File: config.mk
export PLATFORM = sky130hd
export DESIGN_NAME = display_mux
export DESIGN_NICKNAME = d
export VERILOG_FILES = /design/src/rtl/display_mux.sv
export SDC_FILE = /design/constraint.sdc
export NUM_CORES = 1
export LEC_CHECK = 0
export BUFFER_PORTS_ARGS = -buffer_cell sky130_fd_sc_hd__buf_4
export CAP_MARGIN = 25
export CORE_AREA = 2 2 92 94
export CTS_CLUSTER_DIAMETER = 100
export CTS_CLUSTER_SIZE = 16
export DETAILED_ROUTE_END_ITERATION = 8
export DIE_AREA = 0 0 94 96
export PLACE_DENSITY = 0.56
export SLEW_MARGIN = 20
export SYNTH_ARGS = -nofsm -noshare
export SYNTH_HDL_FRONTEND = slang
export SYNTH_SLANG_ARGS = --single-unit
File: constraint.sdc
create_clock -name clk -period 2.3 [get_ports clk]
set_clock_uncertainty 0.2 [all_clocks]
set_input_delay 0.46 -clock clk [delete_from_list [all_inputs] [get_ports clk]]
set_output_delay 0.46 -clock clk [all_outputs]
set_load 0.02 [all_outputs]
File: src/rtl/display_mux.sv
// ---------------------------------------------------------------------------
// display_mux
//   Time-multiplexed driver for a row of common-anode 7-segment digits.
//   A shadow register holds the value on display, so digits_in may change
//   freely between loads. A scan counter selects one digit at a time. The
//   driver also supports leading-zero suppression, per-digit blinking and an
//   optional hex (A-F) decode.
//
//   Ports
//     clk         : single clock, rising edge
//     reset       : synchronous, active-high
//     digits_in   : 4*N_DIGITS code nibbles, [3:0] = digit 0 (LSD)
//     load        : captures digits_in into the shadow register
//     enable      : 0 blanks the display and parks the scanner at digit 0
//     blank_lz    : suppress leading zeros (digit 0 is never suppressed)
//     blink_mask  : per-digit blink enable
//     seg_out     : {a,b,c,d,e,f,g} in [6:0], active-low, registered
//     an_out      : digit select, active-low one-cold, registered
//     frame_done  : one-cycle pulse when the scan wraps back to digit 0
// ---------------------------------------------------------------------------
module display_mux #(
  parameter int N_DIGITS  = 3,
  parameter int SCAN_DIV  = 50000,
  parameter int BLINK_DIV = 64,
  parameter int HEX_EN    = 0
) (
  input  logic                  clk,
  input  logic                  reset,
  input  logic [4*N_DIGITS-1:0] digits_in,
  input  logic                  load,
  input  logic                  enable,
  input  logic                  blank_lz,
  input  logic [N_DIGITS-1:0]   blink_mask,
  output logic [6:0]            seg_out,
  output logic [N_DIGITS-1:0]   an_out,
  output logic                  frame_done
);

  localparam int CW = (SCAN_DIV  > 1) ? $clog2(SCAN_DIV)  : 1;
  localparam int IW = (N_DIGITS  > 1) ? $clog2(N_DIGITS)  : 1;
  localparam int FW = (BLINK_DIV > 1) ? $clog2(BLINK_DIV) : 1;

  localparam logic [CW-1:0] SCAN_LAST  = CW'(SCAN_DIV - 1);
  localparam logic [IW-1:0] IDX_LAST   = IW'(N_DIGITS - 1);
  localparam logic [FW-1:0] BLINK_LAST = FW'(BLINK_DIV - 1);
  localparam logic [6:0]    SEG_OFF    = 7'b1111111;

  logic [4*N_DIGITS-1:0] r_shadow;
  logic [CW-1:0]         r_scan_cnt;
  logic [IW-1:0]         r_idx;
  logic [FW-1:0]         r_frame_cnt;
  logic                  r_blink_phase;
  logic                  r_active;     // enable was high on the previous edge
  logic [6:0]            r_seg;
  logic [N_DIGITS-1:0]   r_an;
  logic                  r_frame_done;

  logic                  w_first;
  logic                  w_scan_wrap;
  logic                  w_frame_wrap;
  logic                  w_phase_next;
  logic [IW-1:0]         w_idx_next;
  logic [4*N_DIGITS-1:0] w_value;
  logic [3:0]            w_code;
  logic                  w_upper_nonzero;
  logic                  w_lz_blank;
  logic                  w_blink_blank;
  logic [6:0]            w_seg_next;
  logic [N_DIGITS-1:0]   w_an_next;

  function automatic logic [6:0] decode(input logic [3:0] code);
    logic [6:0] seg;
    seg = SEG_OFF;
    case (code)
      4'h0: seg = 7'b0000001;
      4'h1: seg = 7'b1001111;
      4'h2: seg = 7'b0010010;
      4'h3: seg = 7'b0000110;
      4'h4: seg = 7'b1001100;
      4'h5: seg = 7'b0100100;
      4'h6: seg = 7'b0100000;
      4'h7: seg = 7'b0001101;
      4'h8: seg = 7'b0000000;
      4'h9: seg = 7'b0000100;
      4'hA: seg = (HEX_EN != 0) ? 7'b0001000 : SEG_OFF;
      4'hB: seg = (HEX_EN != 0) ? 7'b1100000 : SEG_OFF;
      4'hC: seg = (HEX_EN != 0) ? 7'b0110001 : SEG_OFF;
      4'hD: seg = (HEX_EN != 0) ? 7'b1000010 : SEG_OFF;
      4'hE: seg = (HEX_EN != 0) ? 7'b0110000 : SEG_OFF;
      4'hF: seg = (HEX_EN != 0) ? 7'b0111000 : SEG_OFF;
      default: seg = SEG_OFF;
    endcase
    return seg;
  endfunction

  // Next-digit selection and segment pattern. The pattern is always computed
  // for the digit that becomes visible on this edge, so the registered
  // outputs line up with the new index.
  always_comb begin
    w_first         = 1'b0;
    w_scan_wrap     = 1'b0;
    w_frame_wrap    = 1'b0;
    w_phase_next    = r_blink_phase;
    w_idx_next      = '0;
    w_value         = r_shadow;
    w_code          = '0;
    w_upper_nonzero = 1'b0;
    w_lz_blank      = 1'b0;
    w_blink_blank   = 1'b0;
    w_seg_next      = SEG_OFF;
    w_an_next       = '1;

    w_first     = enable && !r_active;
    w_scan_wrap = enable && r_active && (r_scan_cnt == SCAN_LAST);

    if (w_first) begin
      w_idx_next = '0;
    end else if (r_idx == IDX_LAST) begin
      w_idx_next = '0;
    end else begin
      w_idx_next = r_idx + 1'b1;
    end

    w_frame_wrap = w_scan_wrap && (r_idx == IDX_LAST);
    // The phase that starts a new frame applies to that frame's first digit.
    if (w_frame_wrap && (r_frame_cnt == BLINK_LAST)) begin
      w_phase_next = ~r_blink_phase;
    end

    // A load on the same edge wins: display the value being captured.
    w_value = load ? digits_in : r_shadow;
    w_code  = w_value[int'(w_idx_next)*4 +: 4];

    for (int i = 0; i < N_DIGITS; i++) begin
      if ((i >= int'(w_idx_next)) && (w_value[i*4 +: 4] != 4'h0)) begin
        w_upper_nonzero = 1'b1;
      end
    end
    w_lz_blank    = blank_lz && (w_idx_next != '0) && !w_upper_nonzero;
    w_blink_blank = blink_mask[w_idx_next] && w_phase_next;

    if (w_lz_blank || w_blink_blank) begin
      w_seg_next = SEG_OFF;
    end else begin
      w_seg_next = decode(w_code);
    end
    // Anode stays selected even when the segments are blanked.
    w_an_next = ~(N_DIGITS'(1) << w_idx_next);
  end

  always_ff @(posedge clk) begin
    if (reset) begin
      r_shadow      <= '0;
      r_scan_cnt    <= '0;
      r_idx         <= '0;
      r_frame_cnt   <= '0;
      r_blink_phase <= 1'b0;
      r_active      <= 1'b0;
      r_seg         <= SEG_OFF;
      r_an          <= '1;
      r_frame_done  <= 1'b0;
    end else begin
      r_frame_done <= 1'b0;
      if (load) begin
        r_shadow <= digits_in;
      end

      if (!enable) begin
        // Park the scanner; blink_phase is deliberately left alone.
        r_scan_cnt  <= '0;
        r_idx       <= '0;
        r_frame_cnt <= '0;
        r_active    <= 1'b0;
        r_seg       <= SEG_OFF;
        r_an        <= '1;
      end else begin
        r_active <= 1'b1;
        if (w_first) begin
          r_scan_cnt <= '0;
          r_idx      <= '0;
          r_seg      <= w_seg_next;
          r_an       <= w_an_next;
        end else if (w_scan_wrap) begin
          r_scan_cnt    <= '0;
          r_idx         <= w_idx_next;
          r_seg         <= w_seg_next;
          r_an          <= w_an_next;
          r_frame_done  <= w_frame_wrap;
          r_blink_phase <= w_phase_next;
          if (w_frame_wrap) begin
            r_frame_cnt <= (r_frame_cnt == BLINK_LAST) ? '0 : r_frame_cnt + 1'b1;
          end
        end else begin
          r_scan_cnt <= r_scan_cnt + 1'b1;
        end
      end
    end
  end

  assign seg_out    = r_seg;
  assign an_out     = r_an;
  assign frame_done = r_frame_done;

endmodule

; Word-level counts from Yosys, hierarchy flattened
; Memory sizes are Yosys's and may differ from the RTL's.
; Index checks and enable logic that the tools add are counted.
[word_totals]
mem_bits_ro = 112
word_cells = 68
register_bits = 49
n_memories = 1
output_inout_bits = 11
input_bits = 20
[mem_list]
columns = name, words, width, read_ports, rd_ports_with_merged_regs, wr, line_no
row1 = (no name shown), 16, 7, 1, 0, 0, 74  ; case (code)
[op_classes]
reduce_logical = 25
n_eq_ne = 3
n_shift = 2
bitwise = 5
magnitude_cmp = 4
add_sub_neg = 3
n_mux = 16
[ops]
columns = cell, count
row1 = $mux W7, 3
row2 = $add A16 B1 Y16 const B, 1
row3 = $eq A16 B16 Y1 const B, 1
row4 = $mux W12, 1
row5 = $reduce_bool A4 Y1, 3
row6 = $shiftx A12 B5 Y4, 1
row7 = $logic_and A1 B1 Y1, 11
row8 = $reduce_or A4 Y1, 2
row9 = $add A6 B1 Y6 const B, 1
row10 = $eq A6 B6 Y1 const B, 1
row11 = $mux W1, 6
row12 = $mux W3, 2
row13 = $mux W6, 1
row14 = $reduce_and A3 Y1, 2
row15 = $ge A1 B2 Y1 const A, 2
row16 = $mux W2, 2
row17 = $not A1 Y1, 4
row18 = $reduce_bool A2 Y1, 2
row19 = $lt A2 B3 Y1 const B, 1
row20 = $not A3 Y3, 1
row21 = $reduce_or A3 Y1, 1
row22 = $shl A1 B2 Y3 const A, 1
row23 = $add A2 B1 Y2 const B, 1
row24 = $bmux W1 S2, 1
row25 = 5 further kinds, 6

; Longest topological paths before layout
[logic_depth]
depth_word = 14
depth_mapped = 10
depth_no_buf = 8

; Least setup slack after synthesis
; OpenSTA, ideal clock, no wires.
[synth_timing]
path_kind = input to register
from = in enable
to = reg r_seg[5] (netlist: seg_out[5])
path_slack_ns = -0.220
n_path_buf = 2
t_required_ns = 1.978
cell_stages = 8
arrival_ns = 2.199
setup_time_ns = 0.122
path_cell_list = nor2b_1 > buf_2 > or2_0 > clkbuf_1 > a221o_1 > ha_1 > and3_1 > o32a_1
[synth_between]
elab_chain_cells = 13
elab_cells_between_ends = 32
cone_classes = 3 x order compare / 1 x shift / 10 x mux / 1 x bitwise / 16 x reduce/logical / 1 x memory
[synth_lines]
columns = element, line_no
row1 = from (decl), 31  ; input logic enable,
row2 = "parallel branches: the longest is 13 deep, another holds $mem_v2 Z16 W7", n/a
row3 = to (signal assigned), 181  ; r_seg <= w_seg_next;
row4 = to (signal assigned), 186  ; r_seg <= w_seg_next;
row5 = to (decl), 54  ; logic [6:0] r_seg;
; Several ways; the timed one is not identified. The select of a mux whose other input is x is not followed.
; A chain may end at the register's enable or synchronous reset.

; Final worst setup path
[layout_timing]
from = in enable
to = reg r_seg[3] (netlist: seg_out[3])
; Same word-level chain as after synthesis.

==> flow_summary_export.csv <==
group,metric,value,unit
run,cap_viol_max_count,0,
clock_tree,cts_tree,"done",
critical_path,rrSetupSlack,0.10,ns
final_layout,antennaDiodeCount,0,
floorplan,die_x,94,µm
floorplan,die_h,96,µm
routing,first_pass_iters,4,
routing,vias,1988,
global_route,grt_max_degree,16,
clock_tree,clkTransAtPathRegs,0.09,ns
synth,ys_seq_area_share,41.3,%
synth,synth_top_area_share,41.3,%
pwr,leakage,1.25,nW
synth,synthTopCellsByArea,"dfxtp_1 (41%), nor2_1 (7.4%), mux2i_1 (6.3%)",
critical_path,worst-endpoint-required,2.29,ns
floorplan,start_util,29.5,%
synth,syn_area,2380,µm²
placement,hpwlAfterDp,4.08,mm
global_route,grt_pass1_vias,2004,
timing,slew_violations,0,
hold_path,hp-class,"reg2reg",
clock_tree,clkLatencyLatePin,0.30,ns
timing,fin_crit_sh,97.9,%
final_layout,area.growth.synth_to_final,31.5,%
global_route,overflow,0,
clock_tree,htree_levels,2,
hold_path,whs_path_depth,1,
critical_path,arrival,2.24,ns
critical_path,endpoint_kind,"register",
outcome,status,"finished, final reports clean",
critical_path,r2r_end,"seg_out[3]",
synth,synthCells,255,
critical_path,crit_fanout,6,
final_layout,nets,352,
clock_tree,clock_sinks,49,
critical_path,max_stage_delay,0.38,ns
placement,dp_cells,422,
timing,tightest_slew,0.443,ns
timing,fmax,444,MHz
timing,whs,0.221,ns
clock_tree,clock-root-buffer,"clkbuf_8",
pwr,p_per_area,520,nW/µm²
critical_path,crit_type,"in2reg",
clock_tree,clock_path_buffers,2,
placement,place_congestion,0.821,
clock_tree,cts_hold_buffers,0,
routing,drt_iter0_markers,54,
pwr,vdd_drop_max,232,µV
synth,synth_area_leader_cell,"dfxtp_1",
synth,ys_seq_elements,49,
timing,hold_viol,0,
synth,synth_fp_nets,282,
synth,syn_avg_cell_area,9.32,µm²
critical_path,crit_path_start,"enable",
routing,drc,0,
synth,synth_cell_types,47,
floorplan,ios,31,
floorplan,core_area,8050,µm²
floorplan,die_area,9020,µm²
final_layout,layout_commonest_cell,"buf_4",
timing,slew_headroom,70.4,%
critical_path,endpoint,"seg_out[3]",
global_route,grt_pass1_wl,9.17,mm
critical_path,worstRegToRegCells,8,
synth,yosysWarnings,0,
final_layout,drive_above_1_share,29.4,%
routing,vias_per_cell,4.61,
critical_path,start_kind,"input port",
placement,io_buffer_count,30,
global_route,antenna_found_initial,0,
routing,ant_nets,0,
critical_path,crit_top_cell,"buf_4",
final_layout,final_util,38.8,%
routing,wl_per_cell,12.3,µm
final_layout,final_cell_mix,"buf_4 (71), nor2_1 (47), dfxtp_1 (47)",
critical_path,cp_cell_sequence,"buf_4 -> nor2b_2 -> or2_1 -> a221o_1 -> buf_4 -> ha_1 -> a21oi_1 -> nor3b_1 -> o32a_1",
global_route,grt_usage,12.9,%
timing,period_minus_slack,2.25,ns
final_layout,num-fill-cells,839,
timing,fin_tns_setup,0,ns
final_layout,final_cells,431,
timing,rsz0062_at_grt,"true",
critical_path,cpMaxStageDelayCell,"a221o_1",
routing,wl,5.30,mm
critical_path,timing.rr.start,"r_active",
floorplan,rows,33,
timing,setup_viol_count_final,0,
clock_tree,cts_buffers,5,
what timing repair did:
action,in CTS,in global routing
endpoints found under the setup margin,6,24
cloned,0,0
gates resized for setup,1,5
setup buffers,0,1
pin swaps,1,2
synth_stat cells (all sizes together):
cell type,instances
nor2b,4
a221o,2
and2,3
xor2,6
xnor2,15
a2bb2oi,2
o22a,3
nor4,6
dfxtp,49
nor3,5
ha,7
o32a,4
or4b,2
nand2,16
or3,3
nor2,47
or4,2
nand3,8
o221a,1
or2,1
mux4,1
a21o,1
nor3b,2
o21ai,7
mux2i,15
buf,5
nor4b,2
nand4,5
nand2b,4
a21oi,5
o21a,1
and3,7
mux2,1
o22ai,1
inv,6
nand4bb,2
clkbuf,4
stage by stage:
stage          setup WS, ns  power, mW  instance area, µm²
2_1_floorplan        -0.192       1.03                2380
3_3_place_gp         -0.224       1.14                3010
3_5_place_dp         -0.289       1.14                3010
4_1_cts             0.00862       1.66                3100
5_1_grt             -0.0204       1.71                3130
6_report             0.0488       1.63                3130
state kept, by name (all words and copies together), names as in the netlist:
register	flops
r_frame_cnt	6
seg_out	7
an_out	3
r_shadow	12
frame_done	1
r_scan_cnt	16
r_idx	2
r_active	1
r_blink_phase	1
worst min path at each step:
stage                        from       endpoint  slack [ns]
global route         digits_in[2]    r_shadow[2]        0.22
finish              r_scan_cnt[0]  r_scan_cnt[0]        0.22
global placement    r_scan_cnt[0]  r_scan_cnt[0]        0.23
detailed placement  r_scan_cnt[0]  r_scan_cnt[0]        0.24
CTS                  digits_in[7]    r_shadow[7]        0.21
floorplan           r_scan_cnt[0]  r_scan_cnt[0]        0.21
routing by layer:
layer	GRT usage [%]	vias to the layer above	part of all wire (%)
li1	-	1027	-
met1	16.4	925	51
met2	21.5	32	44
met3	2.58	4	3.1
met4	4.71	0	1.2
met5	0	-	0
layout make-up:
cell class	count	area, µm²	share of cell area, %
flip-flops and latches	49	983	31.5
inverters	6	22.5	0.721
multi-input cells	191	1350	43.2
repair buffers	72	553	17.7
well taps	105	131	4.20
clock buffers	7	76.3	2.44
clock inverters	1	7.51	0.240
where the power goes:
part           internal (mW)  switching, mW  total [mW]
combinational          0.127          0.112       0.239
clock                  0.216          0.293       0.509
sequential             0.868        0.00951       0.877
critical path, delay by kind of cell:
kind,cells,cell delay [ns]
compound gates,3,0.78
simple gates,3,0.51
buf+inv,2,0.29
fa+ha+maj,1,0.20
cells by family (layout without fill, tap and decap cells):
kind of cell	count (synthesis)	after routing	synth area share [%]
buffers and inverters	15	86	2.63
AOI/OAI and AO/OA	27	27	8.90
DFF	49	49	41.3
adders and majority gates	7	7	3.69
muxes	17	17	7.74
xor gates and xnor gates	21	21	7.74
and+or+nand+nor	119	119	28.0
No activity file was read; power rests on OpenSTA's default activity.
